[config.mk]
export PLATFORM = sky130hd
export DESIGN_NAME = motor_dir_sequencer
export DESIGN_NICKNAME = d
export VERILOG_FILES = /design/src/rtl/motor_pkg.sv /design/src/rtl/motor_tick_div.sv /design/src/rtl/motor_dir_sequencer.sv
export SDC_FILE = /design/constraint.sdc
export NUM_CORES = 1
export LEC_CHECK = 0
export BUFFER_PORTS_ARGS = -buffer_cell sky130_fd_sc_hd__buf_2
export CAP_MARGIN = 5
export CORE_MARGIN = 2
export CORE_UTILIZATION = 35
export CTS_CLUSTER_SIZE = 24
export DETAILED_ROUTE_END_ITERATION = 10
export SETUP_SLACK_MARGIN = 0.05
export SLEW_MARGIN = 0
export SYNTH_ARGS = -nofsm -noshare
export SYNTH_HDL_FRONTEND = slang
export SYNTH_SLANG_ARGS = --single-unit
[constraint.sdc]
create_clock -name clk -period 4 [get_ports clk]
set_clock_uncertainty 0.1 [all_clocks]
set_input_delay 0.2 -clock clk [delete_from_list [all_inputs] [get_ports clk]]
set_output_delay 0.2 -clock clk [all_outputs]
set_load 0.03 [all_outputs]
[src/rtl/motor_pkg.sv]
// Shared types and constants for the Motor-A L298 command sequencer.
// Holds the FSM state encoding, direction constants, duty levels and the ramp-step helper.
package motor_pkg;

    typedef enum logic [1:0] {
        IDLE  = 2'd0,
        RUN   = 2'd1,
        DECEL = 2'd2,
        DEAD  = 2'd3
    } motor_state_t;

    localparam logic FWD = 1'b0;
    localparam logic REV = 1'b1;

    localparam logic [7:0] DUTY_100 = 8'd100;
    localparam logic [7:0] DUTY_75  = 8'd75;
    localparam logic [7:0] DUTY_50  = 8'd50;
    localparam logic [7:0] DUTY_25  = 8'd25;
    localparam logic [7:0] DUTY_MAX = 8'd100;

    // One ramp step toward goal; lands exactly on goal instead of overshooting.
    function automatic logic [7:0] ramp_toward(input logic [7:0] cur,
                                               input logic [7:0] goal,
                                               input logic [7:0] step);
        logic [7:0] res;
        res = cur;
        if (cur < goal) begin
            res = ((goal - cur) > step) ? cur + step : goal;
        end else if (cur > goal) begin
            res = ((cur - goal) > step) ? cur - step : goal;
        end
        if (res > DUTY_MAX) begin
            res = DUTY_MAX;
        end
        return res;
    endfunction

endpackage

[src/rtl/motor_tick_div.sv]
// Free-running prescaler: counts 0..DIV-1 and pulses tick for one clock on the wrap.
module motor_tick_div #(
    parameter int DIV = 1_000_000
) (
    input  logic clk,
    input  logic reset,
    output logic tick
);

    localparam int CW = (DIV > 1) ? $clog2(DIV) : 1;

    logic [CW-1:0] cnt;

    always_ff @(posedge clk) begin
        if (reset) begin
            cnt <= '0;
        end else if (cnt == CW'(DIV - 1)) begin
            cnt <= '0;
        end else begin
            cnt <= cnt + 1'b1;
        end
    end

    assign tick = (cnt == CW'(DIV - 1));

endmodule

[src/rtl/motor_dir_sequencer.sv]
// Motor-A direction/duty sequencer: switch decode, duty ramping and safe reversal with dead time.
// Define MOTOR_BRAKE_EN to fast-brake (in1=in2=1) during dead time instead of coasting.
module motor_dir_sequencer
    import motor_pkg::*;
#(
    parameter int RAMP_DIV    = 1_000_000,
    parameter int RAMP_STEP   = 1,
    parameter int DEAD_CYCLES = 5_000_000
) (
    input  logic       clk,
    input  logic       reset,
    input  logic [7:0] sw,
    output logic [7:0] duty,
    output logic       in1,
    output logic       in2,
    output logic       busy
);

    localparam int         DW   = $clog2(DEAD_CYCLES + 1);
    localparam logic [7:0] STEP = 8'(RAMP_STEP);

    logic [7:0]   sw_meta;
    logic [7:0]   sw_sync;
    logic         cmd_dir;
    logic [7:0]   target;
    logic         tick;
    motor_state_t state;
    motor_state_t state_next;
    logic         dir_cur;
    logic         dir_next;
    logic [DW-1:0] dead_cnt;
    logic [DW-1:0] dead_next;
    logic [7:0]   goal;
    logic [7:0]   duty_next;

    motor_tick_div #(.DIV(RAMP_DIV)) u_tick (
        .clk   (clk),
        .reset (reset),
        .tick  (tick)
    );

    always_ff @(posedge clk) begin
        if (reset) begin
            sw_meta <= '0;
            sw_sync <= '0;
        end else begin
            sw_meta <= sw;
            sw_sync <= sw_meta;
        end
    end

    // Lowest set switch index wins; no switch means stop.
    always_comb begin
        cmd_dir = FWD;
        target  = '0;
        if      (sw_sync[0]) begin cmd_dir = FWD; target = DUTY_100; end
        else if (sw_sync[1]) begin cmd_dir = FWD; target = DUTY_75;  end
        else if (sw_sync[2]) begin cmd_dir = FWD; target = DUTY_50;  end
        else if (sw_sync[3]) begin cmd_dir = FWD; target = DUTY_25;  end
        else if (sw_sync[4]) begin cmd_dir = REV; target = DUTY_100; end
        else if (sw_sync[5]) begin cmd_dir = REV; target = DUTY_75;  end
        else if (sw_sync[6]) begin cmd_dir = REV; target = DUTY_50;  end
        else if (sw_sync[7]) begin cmd_dir = REV; target = DUTY_25;  end
    end

    always_ff @(posedge clk) begin
        if (reset) begin
            state    <= IDLE;
            dir_cur  <= FWD;
            dead_cnt <= '0;
            duty     <= '0;
        end else begin
            state    <= state_next;
            dir_cur  <= dir_next;
            dead_cnt <= dead_next;
            duty     <= duty_next;
        end
    end

    always_comb begin
        state_next = state;
        dir_next   = dir_cur;
        dead_next  = dead_cnt;
        goal       = '0;
        duty_next  = duty;
        in1        = 1'b0;
        in2        = 1'b0;
        busy       = 1'b0;
        case (state)
            IDLE: begin
                duty_next = '0;
                if (target != '0) begin
                    dir_next   = cmd_dir;
                    state_next = RUN;
                end
            end
            RUN: begin
                goal = target;
                in1  = (dir_cur == FWD);
                in2  = (dir_cur == REV);
                if (target != '0 && cmd_dir != dir_cur) begin
                    state_next = DECEL;
                end else if (target == '0 && duty == '0) begin
                    state_next = IDLE;
                end
                if (tick) begin
                    duty_next = ramp_toward(duty, goal, STEP);
                end
            end
            DECEL: begin
                in1  = (dir_cur == FWD);
                in2  = (dir_cur == REV);
                busy = 1'b1;
                if (cmd_dir == dir_cur && target != '0) begin
                    state_next = RUN;
                end else if (duty == '0) begin
                    state_next = DEAD;
                    dead_next  = DW'(DEAD_CYCLES - 1);
                end
                if (tick) begin
                    duty_next = ramp_toward(duty, goal, STEP);
                end
            end
            DEAD: begin
                busy      = 1'b1;
                duty_next = '0;
`ifdef MOTOR_BRAKE_EN
                in1 = 1'b1;
                in2 = 1'b1;
`else
                in1 = 1'b0;
                in2 = 1'b0;
`endif
                // The count is never reloaded here, so command changes cannot extend it.
                if (dead_cnt == '0) begin
                    if (target == '0) begin
                        state_next = IDLE;
                    end else begin
                        dir_next   = cmd_dir;
                        state_next = RUN;
                    end
                end else begin
                    dead_next = dead_cnt - 1'b1;
                end
            end
            default: begin
                state_next = IDLE;
            end
        endcase
    end

endmodule
==> results_tabular.tex <==
\begin{tabular}{lr}
\hline
Metric & Value \\
\hline
\multicolumn{2}{l}{\textbf{Run status}} \\
\quad Result of the run & finished clean \\
\multicolumn{2}{l}{\textbf{Power and ir drop}} \\
\quad Pwr/cell area & 497 nW/µm² \\
\quad Share of power burned in combinational logic & 47.8\% \\
\quad Cell-internal power & 1.76 mW \\
\quad Static leakage power & 2.36 nW \\
\quad Largest vdd supply drop & 0.000251 V \\
\quad Net Sw Power & 1.16 mW \\
\quad Overall power after layout & 2.92 mW \\
\quad Fraction of power spent switching nets & 39.6\% \\
\quad Share of power burned in registers & 26.7\% \\
\quad Proportion of power drawn by the clock network & 25.5\% \\
\multicolumn{2}{l}{\textbf{Floorplanning}} \\
\quad Placement Rows & 42 \\
\quad Io pins & 21 \\
\quad Horizontal die dimension & 120 µm \\
\quad Initial standard-cell utilization of the core & 35.8\% \\
\quad Die extent in y & 120 µm \\
\quad Placeable Area & 13,200 µm² \\
\quad Die area & 14,400 µm² \\
\multicolumn{2}{l}{\textbf{Clock network}} \\
\quad Sink Count & 70 \\
\quad Maximum count of clock buffers along a single path & 2 \\
\quad Clock insertion delay at the later pin of the skew report & 330 ps \\
\quad Clk pin slew, worst setup/hold paths & 60 ps \\
\quad Clock buffers created by TritonCTS & 9 \\
\quad Number of H-tree levels & 3 \\
\quad Clock tree from TritonCTS & yes \\
\quad Root buf cell & clkbuf\_16 \\
\multicolumn{2}{l}{\textbf{Placed design}} \\
\quad Detailed Place HPWL & 8.76 mm \\
\quad Routability cong. & 0.891 \\
\quad Cell area after placement & 5100 µm² \\
\quad Number of buffers inserted by port buffering & 20 \\
\quad Number of instances in the placed design & 782 \\
\multicolumn{2}{l}{\textbf{Final layout}} \\
\quad Number of cells in the finished layout apart from fillers & 832 \\
\quad Most common library cell in the layout ignoring fill and taps & nor2\_1 \\
\quad Sequential cell area & 1420 µm² \\
\quad Most used cells in the layout excluding fill and tap cells & nor2\_1 (71), dfxtp\_1 (64), buf\_4 (53), a21oi\_1 (33), nand2\_1 (31) \\
\quad Layout cell share with drive strength beyond 1 & 21.6\% \\
\quad Final std cell area, no fill & 5880 µm² \\
\quad Number of inserted diodes & 0 \\
\quad Number of nets in the finished design & 689 \\
\quad Syn-to-layout area delta & 24.6\% \\
\quad Multi-input gate area & 3260 µm² \\
\quad Layout filler cell count & 1,275 \\
\multicolumn{2}{l}{\textbf{Synthesis}} \\
\quad Adder-cell share of the synthesized area & 7.48\% \\
\quad Flip-flop and latch count after synthesis & 70 \\
\quad Post-synthesis share of cell area spent on xor and xnor gates & 8.73\% \\
\quad Net count after synthesis & 628 \\
\quad Instance count of the mapped netlist & 591 \\
\quad Number of distinct library cells after synthesis & 72 \\
\quad Post-synth EDFFs & 0 \\
\quad Mux contribution to synthesized area & 2.15\% \\
\quad Post-synthesis cell area & 4720 µm² \\
\quad Synth warnings & 0 \\
\quad Complex-gate fraction of the synthesized area & 20.1\% \\
\quad Main combinational cell family by area after synthesis & simple AND/OR/NAND/NOR gates \\
\quad Portion of the post-synthesis area used by sequential elements & 29.7\% \\
\quad Post-Synth Simple-Gate Area & 26.6\% \\
\quad FFs w/ async S/R, synth & 0\% \\
\quad Most used flip-flop cell after synthesis & dfxtp\_1 \\
\quad Mean post-synth cell area & 7.98 µm² \\
\multicolumn{2}{l}{\textbf{Flow run}} \\
\quad Number of max-capacitance violations reported & 0 \\
\multicolumn{2}{l}{\textbf{STA}} \\
\quad Worst rel slew slack & 42.8\% \\
\quad FMAX & 257 MHz \\
\quad Portion of the clock cycle consumed by the worst path in the final layout & 97.1\% \\
\quad Final-report hold violation count & 0 \\
\quad Max Transition Viols Final & 0 \\
\quad Final setup violation count & 0 \\
\quad Min cycle time layout & 3880 ps \\
\quad Worst slew pin tran & 858 ps \\
\quad RSZ-0062 raised after global routing & yes \\
\multicolumn{2}{l}{\textbf{GRT}} \\
\quad Wire length of the first global-routing pass & 20.8 mm \\
\quad Maximum number of pins on one net before global-route repair & 48 \\
\quad Antenna violations before repair & 0 \\
\quad GRT Residual Overflow & 0 \\
\quad Number of global-route vias before repair & 4,279 \\
\quad GR Util All Layers & 17.7\% \\
\multicolumn{2}{l}{\textbf{Critical path}} \\
\quad Register-to-register setup slack & 120 ps \\
\quad Classification of the worst setup path & reg2reg \\
\quad Worst reg2reg endpoint & duty[2]\$\_SDFFE\_PP0P\_ \\
\quad Arrival time of the worst setup path & 4000 ps \\
\quad Cell count of the worst reg-to-reg path & 16 \\
\quad Element type at the critical path start & flop \\
\quad Req. time, crit path & 4120 ps \\
\quad Crit Path Max Fanout & 6 \\
\quad Critical register-to-register path startpoint & sw\_sync[3]\$\_SDFF\_PP0\_ \\
\quad CP endpoint kind & flop \\
\multicolumn{2}{l}{\textbf{Routing}} \\
\quad Initial drt markers & 314 \\
\quad Average vias per placed instance & 5.45 \\
\quad Final routed wire length divided by cell count & 15.3 µm \\
\quad Total Wirelength & 12.7 mm \\
\quad Detail Route Antenna Nets & 0 \\
\quad DRC errors left & 0 \\
\quad Number of detailed-route iterations in the first pass & 5 \\
\quad Overall via count from detail\_route & 4,532 \\
\multicolumn{2}{l}{\textbf{Worst hold path}} \\
\quad Destination of the worst hold path & sw\_sync[0]\$\_SDFF\_PP0\_ \\
\quad Hold path startpoint & sw\_meta[0]\$\_SDFF\_PP0\_ \\
\quad Type of the worst min-delay path & reg2reg \\
\quad Count of cells along the worst hold path & 1 \\
\hline
\end{tabular}
## cells in the mapped netlist, drive strengths merged (6+ instances only)
cell	n	area (µm²)
nor2	72	270
dfxtp	70	1400
a21oi	40	208
nand2	31	116
inv	28	105
o21ai	28	140
nor3	27	151
ha	25	313
xnor2	25	219
nand3	22	110
xor2	22	193
clkbuf	20	75.1
nor2b	20	125
buf	12	66.3
nand2b	10	62.6
mux2i	9	90.1
or3	9	56.3
a211oi	7	52.6
nand4	7	43.8
o211ai	7	52.6
a21o	6	45.0
nor4	6	43.8
## cell type report
cell class                 instances  share of cell area (%)
timing repair buffer              82                    10.0
multi-input combinational        461                    55.5
clock inverter                     4                   0.532
inverter                          28                    1.79
tap                              176                    3.75
sequential                        70                    24.1
clock buffer                      11                    4.30
## stage by stage
step | hold WS [ps] | setup TNS [ps] | setup slack, ps | util, %
after floorplan | 228 | 0 | 98.3 | -
after global placement | 306 | 0 | 113 | 38.7
after detailed placement | 314 | -14.1 | -14.1 | 38.7
after CTS | 330 | 0 | 45.0 | 42.6
after global routing | 351 | -44.8 | -17.4 | 44.6
final | 332 | 0 | 115 | 44.6
## sequential cells by signal, indices dropped and copies added (netlist names)
signal	cells
dead_cnt	23
u_tick.cnt	20
duty	8
state	2
sw_sync	8
dir_cur	1
sw_meta	8
## critical path, cell delays in order (launching register included)
cell,delay [ps]
dfxtp_4,380
nor3_4,180
o21ai_1,90
nand3b_1,130
inv_2,70
ha_4,160
fa_2,360
nand2b_4,160
a21oi_4,150
mux2_4,330
a2111o_1,490
buf_4,170
a211oi_1,260
o221ai_1,190
o31ai_1,140
o21ai_1,130
a221oi_1,290
## repair_timing
| action | in CTS | in global routing |
|---|---|---|
| resized for setup | 8 | 42 |
| setup endpoints to repair | 3 | 15 |
| setup buffers | 16 | 11 |
| pin swaps | 4 | 16 |
| hold buffers | 8 | 0 |
| hold endpoints to repair | 8 | 0 |
## power groups by stage
stage	Clock [mW]	Combinational (mW)	Sequential, mW
4_1_cts	0.768	1.28	0.778
3_3_place_gp	0	1.21	0.788
2_1_floorplan	0	0.885	0.817
5_1_grt	0.796	1.52	0.786
6_report	0.744	1.39	0.779
3_5_place_dp	0	1.23	0.792
## metal layers
metal	track usage, %	part of all wire (%)
met1	23.0	45
met5	0	0
met3	2.80	4.4
met4	6.62	2.4
met2	29.5	48
## worst max path at each step
stage                                      from                        end  slack [ps]  cells past startpoint
final                     sw_sync[3]$_SDFF_PP0_       duty[2]$_SDFFE_PP0P_         120                     16
after floorplan           sw_sync[1]$_SDFF_PP0_       duty[1]$_SDFFE_PP0P_         100                     16
after detailed placement  sw_sync[3]$_SDFF_PP0_       duty[1]$_SDFFE_PP0P_         -10                     13
after global routing      sw_sync[3]$_SDFF_PP0_       duty[3]$_SDFFE_PP0P_         -20                     15
after global placement    sw_sync[3]$_SDFF_PP0_       duty[1]$_SDFFE_PP0P_         110                     13
after CTS                 sw_sync[1]$_SDFF_PP0_  dead_cnt[19]$_SDFFE_PP0P_          40                     18
## cells by family (layout without fill, tap and decap cells)
group / count (synthesis) / after routing
AND/OR/NAND/NOR: 240 / 240
multiplexers: 10 / 10
flip-flops: 70 / 70
adder cells (fa/ha/maj): 27 / 27
XOR/XNOR: 47 / 47
AO/OA/AOI/OAI: 137 / 137
buffers and inverters: 60 / 125
Note: power is estimated with default switching activity, not from simulation.
